==> src/rtl/imem_fetch_ctrl_if.sv <==
// imem_fetch_ctrl_if: instruction bus request/grant/response bundle
interface imem_fetch_ctrl_if #(
    parameter int ADDR_WIDTH  = 32,
    parameter int INSTR_WIDTH = 32
);
    logic                   req;
    logic [ADDR_WIDTH-1:0]  addr;
    logic                   gnt;
    logic                   rvalid;
    logic [INSTR_WIDTH-1:0] rdata;
    logic                   err;

    modport master (output req, addr, input gnt, rvalid, rdata, err);
    modport slave  (input req, addr, output gnt, rvalid, rdata, err);
endinterface

==> src/rtl/imem_fetch_ctrl.sv <==
// imem_fetch_ctrl: fetch-side bus controller with a 1-entry tagged line buffer
module imem_fetch_ctrl #(
    parameter int ADDR_WIDTH  = 32,
    parameter int INSTR_WIDTH = 32
) (
    input  logic                   cpu_clk,
    input  logic                   cpu_rstn,
    input  logic [ADDR_WIDTH-1:0]  next_pc,
    input  logic [ADDR_WIDTH-1:0]  pc,
    input  logic                   fence_i,
    output logic                   instr_read_data_valid,
    output logic [INSTR_WIDTH-1:0] instr_read_data,
    output logic                   instr_fetch_err,
    imem_fetch_ctrl_if.master      ib
);
    typedef enum logic [1:0] {IDLE, WAIT_GNT, WAIT_RSP} state_e;

    state_e                 state_q, state_d;
    logic                   rst_done_q, rst_done_d;
    logic                   buf_valid_q, buf_valid_d;
    logic                   buf_err_q, buf_err_d;
    logic [ADDR_WIDTH-1:0]  buf_addr_q, buf_addr_d;
    logic [INSTR_WIDTH-1:0] buf_data_q, buf_data_d;
    logic [ADDR_WIDTH-1:0]  out_addr_q, out_addr_d;
    logic [ADDR_WIDTH-1:0]  req_addr_q, req_addr_d;

    logic [ADDR_WIDTH-1:0]  np, cur;
    logic                   capture, covered, can_issue, issue, hit_rsp, hit_buf;
    logic                   unused_low_bits;

    // Byte offsets are irrelevant here; fetch reports misalignment itself.
    assign np              = {next_pc[ADDR_WIDTH-1:2], 2'b00};
    assign cur             = {pc[ADDR_WIDTH-1:2], 2'b00};
    assign unused_low_bits = ^{next_pc[1:0], pc[1:0]};

    // A response is only meaningful while one is outstanding; stray rvalid after reset is dropped.
    assign capture   = state_q == WAIT_RSP && ib.rvalid;
    assign covered   = (buf_valid_q && buf_addr_q == np) || (state_q == WAIT_RSP && out_addr_q == np);
    assign can_issue = rst_done_q && (state_q == IDLE || capture);
    assign issue     = can_issue && !covered;

    // State register
    always_ff @(posedge cpu_clk or negedge cpu_rstn) begin
        if (!cpu_rstn) state_q <= IDLE;
        else           state_q <= state_d;
    end

    // Next state: a new issue wins over retiring to IDLE on the response cycle
    always_comb begin
        state_d = state_q;
        if (issue)                              state_d = ib.gnt ? WAIT_RSP : WAIT_GNT;
        else if (state_q == WAIT_GNT && ib.gnt) state_d = WAIT_RSP;
        else if (capture)                       state_d = IDLE;
    end

    // Bus outputs: the address is frozen while waiting for grant even if next_pc moves
    always_comb begin
        ib.req  = issue || state_q == WAIT_GNT;
        ib.addr = state_q == WAIT_GNT ? req_addr_q : (issue ? np : '0);
    end

    // Datapath next values; fence_i overrides a same-cycle capture
    always_comb begin
        out_addr_d  = issue && ib.gnt ? np : (state_q == WAIT_GNT && ib.gnt ? req_addr_q : out_addr_q);
        req_addr_d  = issue && !ib.gnt ? np : req_addr_q;
        buf_valid_d = !fence_i && (capture || buf_valid_q);
        buf_addr_d  = capture ? out_addr_q : buf_addr_q;
        buf_data_d  = capture ? ib.rdata : buf_data_q;
        buf_err_d   = capture ? ib.err : buf_err_q;
        rst_done_d  = 1'b1;
    end

    // Datapath registers
    always_ff @(posedge cpu_clk or negedge cpu_rstn) begin
        if (!cpu_rstn) begin
            rst_done_q  <= 1'b0;
            buf_valid_q <= 1'b0;
            buf_err_q   <= 1'b0;
            buf_addr_q  <= '0;
            buf_data_q  <= '0;
            out_addr_q  <= '0;
            req_addr_q  <= '0;
        end else begin
            rst_done_q  <= rst_done_d;
            buf_valid_q <= buf_valid_d;
            buf_err_q   <= buf_err_d;
            buf_addr_q  <= buf_addr_d;
            buf_data_q  <= buf_data_d;
            out_addr_q  <= out_addr_d;
            req_addr_q  <= req_addr_d;
        end
    end

    assign hit_rsp = capture && out_addr_q == cur;
    assign hit_buf = buf_valid_q && buf_addr_q == cur;

    // Read-data select: live response bypasses the buffer for zero added latency
    always_comb begin
        instr_read_data_valid = hit_rsp || hit_buf;
        instr_read_data       = hit_rsp ? ib.rdata : (hit_buf ? buf_data_q : '0);
        instr_fetch_err       = hit_rsp ? ib.err : (hit_buf && buf_err_q);
    end
endmodule
==> src/flat_wrapper.sv <==
// flat-port wrapper written by rule: the top's interface ports become plain ports
module imem_fetch_ctrl_flat 
#(
    parameter int ADDR_WIDTH  = 32,
    parameter int INSTR_WIDTH = 32
)
  (cpu_clk, cpu_rstn, next_pc, pc, fence_i, instr_read_data_valid, instr_read_data, instr_fetch_err, ib_req, ib_addr, ib_gnt, ib_rvalid, ib_rdata, ib_err);
  imem_fetch_ctrl_if #(.ADDR_WIDTH(ADDR_WIDTH), .INSTR_WIDTH(INSTR_WIDTH)) ib_i ();
  input  logic cpu_clk;
  input  logic cpu_rstn;
  input  logic [ADDR_WIDTH-1:0] next_pc;
  input  logic [ADDR_WIDTH-1:0] pc;
  input  logic fence_i;
  output logic instr_read_data_valid;
  output logic [INSTR_WIDTH-1:0] instr_read_data;
  output logic instr_fetch_err;
  output wire logic [$bits(ib_i.req)-1:0] ib_req;
  output wire logic [$bits(ib_i.addr)-1:0] ib_addr;
  input wire logic [$bits(ib_i.gnt)-1:0] ib_gnt;
  input wire logic [$bits(ib_i.rvalid)-1:0] ib_rvalid;
  input wire logic [$bits(ib_i.rdata)-1:0] ib_rdata;
  input wire logic [$bits(ib_i.err)-1:0] ib_err;
  assign ib_req = ib_i.req;
  assign ib_addr = ib_i.addr;
  assign ib_i.gnt = ib_gnt;
  assign ib_i.rvalid = ib_rvalid;
  assign ib_i.rdata = ib_rdata;
  assign ib_i.err = ib_err;
  imem_fetch_ctrl #(.ADDR_WIDTH(ADDR_WIDTH), .INSTR_WIDTH(INSTR_WIDTH)) u_core (.cpu_clk(cpu_clk), .cpu_rstn(cpu_rstn), .next_pc(next_pc), .pc(pc), .fence_i(fence_i), .instr_read_data_valid(instr_read_data_valid), .instr_read_data(instr_read_data), .instr_fetch_err(instr_fetch_err), .ib(ib_i));
endmodule
==> config.mk <==
export PLATFORM = sky130hd
export DESIGN_NAME = imem_fetch_ctrl_flat
export DESIGN_NICKNAME = d
export VERILOG_FILES = /design/src/rtl/imem_fetch_ctrl_if.sv /design/src/rtl/imem_fetch_ctrl.sv /design/src/flat_wrapper.sv
export SDC_FILE = /design/constraint.sdc
export NUM_CORES = 1
export LEC_CHECK = 0
export ABC_AREA = 0
export CAP_MARGIN = 20
export CORE_ASPECT_RATIO = 0.6
export CORE_MARGIN = 1
export CORE_UTILIZATION = 55
export DETAILED_ROUTE_END_ITERATION = 12
export PLACE_DENSITY = 0.95
export SYNTH_ARGS = -nofsm -noshare
export SYNTH_HDL_FRONTEND = slang
export SYNTH_SLANG_ARGS = --single-unit
==> constraint.sdc <==
create_clock -name cpu_clk -period 5.3 [get_ports cpu_clk]
set_input_delay 0.795 -clock cpu_clk [delete_from_list [all_inputs] [get_ports cpu_clk]]
set_output_delay 0.795 -clock cpu_clk [all_outputs]
set_load 0.005 [all_outputs]
# Word-level counts from Yosys, hierarchy flattened
# Index checks and enable logic that the tools add are counted.
totals:
  inputBits: 102
  register_bits: 131
  output_inout_bits: 67
classes:
  n_reduce_logical: 23
  muxes: 11
  n_eq_ne: 6
ops:
  columns: ["cell", "n"]
  rows:
  - ["32-bit 2-to-1 mux", 6]
  - ["32-bit equality test", 4]
  - ["1-bit logical AND", 12]
  - ["2-bit 2-to-1 mux", 4]
  - ["1-bit logical OR", 5]
  - ["1-bit zero test", 3]
  - ["3-bit nonzero test", 1]
  - ["2-bit by 1-bit equality test with 1-bit output (second input constant)", 1]
  - ["2-bit equality test (second input constant)", 1]
  - ["2-bit zero test", 1]
  - ["2-bit nonzero test", 1]
  - ["1-bit 2-to-1 mux", 1]

# Longest topological paths before layout
# Gate-level depths: netlist (run 1).
logic_depth:
  ltp_word: 7
  ltp_mapped: 7
  ltp_nobuf: 6

# Worst setup path before layout (run 1)
# Ideal clock, no wire load.
synth_path:
  path_type: "input -> output"
  startpoint: "input port next_pc[6]"
  endpoint: "output port ib_addr[22]"
  cell_stages: 7
  n_path_buf: 1
  arrival_time_ps: 2301
  path_slack_ps: 2204
  cell_sequence: "xnor2_1 nand4_1 or4_4 o31ai_2 nor2_1 clkbuf_1 a22o_1"
synth_between:
  elab_chain_cells: 7
  word_cells_on_any_way: 9
  cone_classes: "2 x eq/ne; 2 x mux; 5 x reduce/logical"
synth_rtl:
  columns: ["item", "line_no", "rtl"]
  rows:
  - ["start, declared", "flat_wrapper.sv:11", "input logic [ADDR_WIDTH-1:0] next_pc;"]
  - ["32-bit equality test", "imem_fetch_ctrl.sv:38", "assign covered = (buf_valid_q && buf_addr_q == np) || (state_q == WAIT_RSP && out_addr_q == np);"]
  - ["1-bit logical AND", "imem_fetch_ctrl.sv:38", null]
  - ["1-bit logical OR (*)", "imem_fetch_ctrl.sv:38", null]
  - ["1-bit zero test (*)", "imem_fetch_ctrl.sv:40", "assign issue = can_issue && !covered;"]
  - ["1-bit logical AND (*)", "imem_fetch_ctrl.sv:40", null]
  - ["32-bit 2-to-1 mux (*) (2 in series)", "imem_fetch_ctrl.sv:59", "ib.addr = state_q == WAIT_GNT ? req_addr_q : (issue ? np : '0);"]
  - ["end, declared", "flat_wrapper.sv:18", "output wire logic [$bits(ib_i.addr)-1:0] ib_addr;"]
# Mark *: on every way between the ends. The rest lies on a longest branch, timed or not.

# Worst setup path in the final report (run 1)
layout_path:
  startpoint: "input port pc[2]"
  endpoint: "output port instr_read_data[9]"
layout_between:
  elab_chain_cells: 4
  word_cells_on_any_way: 6
  cone_classes: "2 x eq/ne; 2 x mux; 2 x reduce/logical"
layout_rtl:
  columns: ["item", "line_no", "rtl"]
  rows:
  - ["start, declared", "flat_wrapper.sv:12", "input logic [ADDR_WIDTH-1:0] pc;"]
  - ["32-bit equality test", "imem_fetch_ctrl.sv:95", "assign hit_buf = buf_valid_q && buf_addr_q == cur;"]
  - ["1-bit logical AND", "imem_fetch_ctrl.sv:95", null]
  - ["32-bit 2-to-1 mux", "imem_fetch_ctrl.sv:100", "instr_read_data = hit_rsp ? ib.rdata : (hit_buf ? buf_data_q : '0);"]
  - ["32-bit 2-to-1 mux (*)", "imem_fetch_ctrl.sv:100", null]
  - ["end, declared", "flat_wrapper.sv:15", "output logic [INSTR_WIDTH-1:0] instr_read_data;"]
# Marks and branches as above.

==> results of run 1 <==
Yosys cell counts, types with 2 or more instances:
master,number,area share
a21o_1,2,0.0021
nor2b_1,2,0.0017
xnor2_1,71,0.087
mux2i_1,33,0.046
buf_2,3,0.0021
nand3b_1,2,0.0021
xor2_1,49,0.060
mux2_2,25,0.039
nor2_1,37,0.019
clkbuf_1,24,0.013
nand2b_1,30,0.026
a22o_1,30,0.037
buf_4,2,0.0021
o221a_1,29,0.045
nor4_1,15,0.013
mux2_1,5,0.0078
and2_1,3,0.0026
conb_1,2,0.0010
buf_6,9,0.014
dfrtp_1,127,0.44
nand2_1,193,0.10
nand4_1,19,0.017
worst min-delay path by stage:
| stage | endpoint | slack, ps | start |
|---|---|---|---|
| final | u_core.buf_data_q[24]$_DFFE_PN0P_ | 480 | u_core.buf_data_q[24]$_DFFE_PN0P_ |
| after global routing | u_core.buf_data_q[11]$_DFFE_PN0P_ | 500 | u_core.buf_data_q[11]$_DFFE_PN0P_ |
| after CTS | u_core.buf_data_q[9]$_DFFE_PN0P_ | 480 | u_core.buf_data_q[9]$_DFFE_PN0P_ |
| after detailed placement | u_core.buf_data_q[9]$_DFFE_PN0P_ | 460 | u_core.buf_data_q[9]$_DFFE_PN0P_ |
| after global placement | u_core.buf_data_q[4]$_DFFE_PN0P_ | 460 | u_core.buf_data_q[4]$_DFFE_PN0P_ |
| after floorplan | u_core.buf_data_q[0]$_DFFE_PN0P_ | 440 | u_core.buf_data_q[0]$_DFFE_PN0P_ |
final cells by class:
type                            count  area [um^2]
Clock inverter                     14          230
Fill cell                         796         2810
Multi-Input combinational cell    563         3800
Clock buffer                       18          439
Tap cell                          165          206
Timing Repair Buffer              172         1710
Sequential cell                   127         3180
Inverter                            1         3.75
cell families after synthesis:
kind of cell,share of synthesized area
other,0.00105
buffers and inverters,0.0319
and+or+nand+nor,0.193
DFF,0.442
AOI/OAI and AO/OA,0.0928
xor gates and xnor gates,0.146
muxes,0.0930
stage by stage:
step | total power [mW] | utilization | std cells | instance area (um^2) | worst slack (ps)
finish | 5.22 | 0.773 | 1060 | 9560 | 592
global route | 5.48 | 0.773 | 1060 | 9560 | 491
CTS | 5.18 | 0.773 | 1060 | 9560 | 656
detailed placement | 3.83 | 0.719 | 1028 | 8890 | 712
global placement | 3.73 | 0.719 | 1028 | 8890 | 743
floorplan | 3.09 | - | 730 | 7190 | 2200
registers in the layout, indices dropped and copies added (netlist names):
register / flops
u_core.buf_data_q: 32
u_core.buf_addr_q: 30
u_core.out_addr_q: 30
u_core.req_addr_q: 30
u_core.state_q: 2
u_core.buf_err_q: 1
u_core.buf_valid_q: 1
u_core.rst_done_q: 1
worst min-delay path: stages (launching register included):
cell     delay [ps]
dfrtp_1         340
nand2_1          50
nand2_1          60
per-layer routing:
layer / track usage / routed length (um) / vias up
li1: - / - / 2792
met1: 0.481 / 9480 / 3055
met2: 0.491 / 9500 / 347
met3: 0.0778 / 2230 / 43
met4: 0.0927 / 353 / 0
met5: 0.0308 / 0 / -
power breakdown:
part           leakage, nW  total [mW]  internal [mW]  switching [mW]
Combinational         2.10        1.94          0.997           0.943
Sequential            1.52        1.96           1.45           0.509
Clock                0.324        1.33          0.858           0.467
==> impl_metrics.json, run 1 <==
{
  "ioPinCount": 169,
  "drv_slew": 0,
  "ys_seq_area_frac": 0.442,
  "start_kind": "input port",
  "cts_buffer_depth": 2,
  "finalSetupViolations": 0,
  "vias": 6237,
  "rows": 31,
  "path_class": "input port to output pin",
  "final.setup.tns_ps": 0,
  "reg2reg_to": "u_core.out_addr_q[2]$_DFFE_PN0P_",
  "grt_pass1_vias": 6320,
  "place.port_buffers": 162,
  "cp_top_family": "simple AND/OR/NAND/NOR gates",
  "tightest_slew_ps": 1170,
  "drt_iter0_drc": 645,
  "crit_required_ps": 4510,
  "ir_drop_mv": 0.317,
  "ys_async_sr_fraction": 1.00,
  "dp_hpwl_mm": 15.0,
  "clk_root_buffer_cell": "clkbuf_16",
  "path_buf_inv": 3,
  "drive_gt1_frac": 0.0883,
  "maxCapViolCount": 0,
  "startpoint": "pc[2]",
  "reg2reg_depth": 7,
  "gp_congestion": 0.982,
  "grt_overflow": 0,
  "routedWlPerCell_um": 20.3,
  "cts_tree": "built",
  "period_needed_ps": 4710,
  "firstDrtPassIters": 6,
  "crit_fanout": 34,
  "cellPowerDensity_nw_per_um2": 546,
  "yosys_warnings": 0,
  "syn_inst": 729,
  "hold_depth": 2,
  "fmax_mhz": 212,
  "area_growth_pct": 33.1,
  "crit_path_end": "instr_read_data[9]",
  "ant_nets": 0,
  "cts_hold_buf": 0,
  "synth-edff-count": 0,
  "cts.sinks": 127,
  "drc": 0,
  "mostFrequentLayoutCells": "nand2_1 (192), clkdlybuf4s50_1 (161), dfrtp_1 (127)",
  "die_area_um2": 13500,
  "min_path_type": "register to register",
  "die_h_um": 90.5,
  "hold_viol_final": 0,
  "r2r_slack_ps": 2190,
  "end_kind": "output pin",
  "die_w_um": 150,
  "clk_pin_slew_ps": 60,
  "cp.depth": 9,
  "via_per_inst": 5.88,
  "grt_max_degree": 75,
  "h-tree-depth": 4,
  "grt_pass1_wl_mm": 34.0,
  "cp.arrival_ps": 3910,
  "clock_skew_ps": 12.2,
  "layout_commonest_cell": "nand2_1",
  "crit_chain": "clkdlybuf4s50_1 > xor2_1 > nor4_1 > nand4_1 > nor4_1 > a41oi_2 > buf_4 > nor2_1 > clkdlybuf4s50_1",
  "start_util": 0.581,
  "nNetsFinal": 984,
  "drt-total-wl_mm": 21.6,
  "worst_hold_slack_ps": 477,
  "fin_crit_sh": 0.888,
  "ys_ff_latch": 127,
  "synth.avg_cell_area_um2": 9.86,
  "ys.flop_type": "dfrtp_1",
  "antenna_found_initial": 0,
  "coreArea_um2": 12400,
  "rsz0062_at_grt": "false",
  "slew_headroom": 0.218,
  "cts_buffers": 17,
  "post_cts_resized": 0,
  "cts_setup_buffers": 0,
  "r2r_start": "u_core.buf_addr_q[23]$_DFFE_PN0P_",
  "clkLatencyLatePin_ps": 410,
  "synth_area_um2": 7190,
  "antenna-diode-count": 0,
  "ys_types": 39,
  "grt_usage": 0.332,
  "outcome": "complete, no violations",
  "p_leak_nw": 3.94,
  "slowest_stage": "nor4_1",
  "max_stage_delay_ps": 630
}
Power figures use the tool's default switching activity.
==> run 2: changes to the inputs <==
- SLEW_MARGIN: default -> 5
==> results of run 2 <==
The final DEF is identical to that of run 1; final timing and power are the same.
==> run 3: changes to the inputs <==
- CAP_MARGIN: 20 -> default
- DONT_BUFFER_PORTS: default -> 1
- PLACE_DENSITY: 0.95 -> 0.81
==> run 3 against run 2 <==
Die area stayed put. Combinational power is 16% lower. Non-clock buffer count is 166 lower. Worst setup slack better by 840 ps. Cell area is 18% lower. Global-route usage is 2.2 points lower. Critical path depth is 2 lower. Cell count is 16% lower. Largest power group unchanged. Highest routed layer unchanged.
==> impl_metrics.json, run 3 (synthesized netlist as in run 1, its figures left out) <==
{
  "crit_required_ps": 4510,
  "die_h_um": 90.5,
  "drv_slew": 0,
  "start_util": 0.581,
  "grt_overflow": 0,
  "hold_viol_final": 0,
  "firstDrtPassIters": 5,
  "h-tree-depth": 4,
  "die_area_um2": 13500,
  "regMostFlops": "u_core.buf_data_q",
  "area_growth_pct": 9.21,
  "ir_drop_mv": 0.322,
  "cts_buffer_depth": 2,
  "grt_busiest_layer": "met1",
  "antenna_found_initial": 0,
  "grt_usage": 0.310,
  "clkLatencyLatePin_ps": 420,
  "vias": 5541,
  "routedWlPerCell_um": 22.1,
  "cts_tree": "built",
  "r2r_slack_ps": 1990,
  "cts.sinks": 127,
  "antenna-diode-count": 0,
  "total_power_mw": 4.82,
  "rsz0062_at_grt": "false",
  "drt-total-wl_mm": 19.8,
  "clk_root_buffer_cell": "clkbuf_16",
  "post_cts_resized": 0,
  "slew_headroom": 0.130,
  "tightest_slew_ps": 1300,
  "grt.met3_usage": 0.101,
  "drive_gt1_frac": 0.0960,
  "end_kind": "output pin",
  "grt_pass1_vias": 5511,
  "place.port_buffers": 0,
  "clock_skew_ps": 8.92,
  "cts_buffers": 17,
  "outcome": "complete, no violations",
  "mostFrequentLayoutCells": "nand2_1 (192), dfrtp_1 (127), xnor2_1 (71)",
  "cts_setup_buffers": 0,
  "crit_chain": "xnor2_1 > nand4_1 > nor4_1 > and2_1 > nor2_2 > buf_4 > or2_2",
  "drc": 0,
  "ant_nets": 0,
  "cp.arrival_ps": 3070,
  "dp_cells": 862,
  "final.setup.tns_ps": 0,
  "maxCapViolCount": 0,
  "cts_hold_buf": 0,
  "path_class": "register to output pin",
  "p_leak_nw": 3.28,
  "clk_pin_slew_ps": 60,
  "crit_fanout": 27,
  "path_buf_inv": 1,
  "period_needed_ps": 3870,
  "drt_iter0_drc": 715,
  "cellPowerDensity_nw_per_um2": 614,
  "fin_crit_sh": 0.730,
  "die_w_um": 150,
  "nNetsFinal": 818,
  "grt.met2_usage": 0.431,
  "largest_register_ffs": 32,
  "grt_pass1_wl_mm": 31.1,
  "via_per_inst": 6.20,
  "fmax_mhz": 259,
  "min_path_type": "input port to async pin",
  "start_kind": "register",
  "coreArea_um2": 12400,
  "reg2reg_depth": 6,
  "slowest_stage": "nor4_1",
  "dp_hpwl_mm": 13.9,
  "ioPinCount": 169,
  "gp_congestion": 1.00,
  "rows": 31,
  "r2r_start": "u_core.buf_addr_q[30]$_DFFE_PN0P_",
  "reg2reg_to": "u_core.out_addr_q[31]$_DFFE_PN0P_",
  "fin_util": 0.634,
  "grt_max_degree": 128,
  "stdcell_count": 894,
  "finalSetupViolations": 0,
  "cp_top_family": "simple AND/OR/NAND/NOR gates",
  "max_stage_delay_ps": 740,
  "layout_commonest_cell": "nand2_1",
  "grt_util_met1": 0.453
}
## run 3: power by group
part	switching (mW)	leakage (nW)	total [mW]	internal (mW)
registers	0.508	1.52	1.96	1.45
clock network	0.438	0.290	1.24	0.798
logic	0.833	1.47	1.62	0.791
total	1.78	3.28	4.82	3.04
## run 3: worst max path at each step
stage | slack [ps] | endpoint | depth (start not counted) | startpoint
detailed placement | 1680 | ib_req | 7 | next_pc[25]
global placement | 1720 | ib_req | 7 | next_pc[6]
CTS | 1540 | instr_read_data[6] | 7 | u_core.out_addr_q[6]$_DFFE_PN0P_
global route | 1320 | instr_read_data[7] | 7 | u_core.out_addr_q[6]$_DFFE_PN0P_
finish | 1430 | ib_req | 7 | u_core.buf_addr_q[30]$_DFFE_PN0P_
floorplan | 2200 | ib_addr[22] | 7 | next_pc[6]
## run 3: final cells by class
type	count	area [um^2]
Clock buffer	22	454
Inverter	1	3.75
Clock inverter	10	161
Tap cell	165	206
Fill cell	959	4530
Multi-Input combinational cell	563	3800
Timing Repair Buffer	6	45.0
Sequential cell	127	3180
## run 3: per-stage QoR
stage | setup slack, ps | hold WS, ps | instance area [um^2]
finish | 1430 | 67.0 | 7850
global route | 1320 | 54.3 | 7850
floorplan | 2200 | 445 | 7190
global placement | 1720 | 457 | 7230
detailed placement | 1680 | 463 | 7230
CTS | 1540 | 61.3 | 7850
## run 3: metal layers
layer  up-vias  routed length [um]  share of wire
met4         0                 369          0.019
met5         -                   0              0
met1      2752                8810           0.45
met3        32                2160           0.11
met2       299                8420           0.43
li1       2458                   -              -
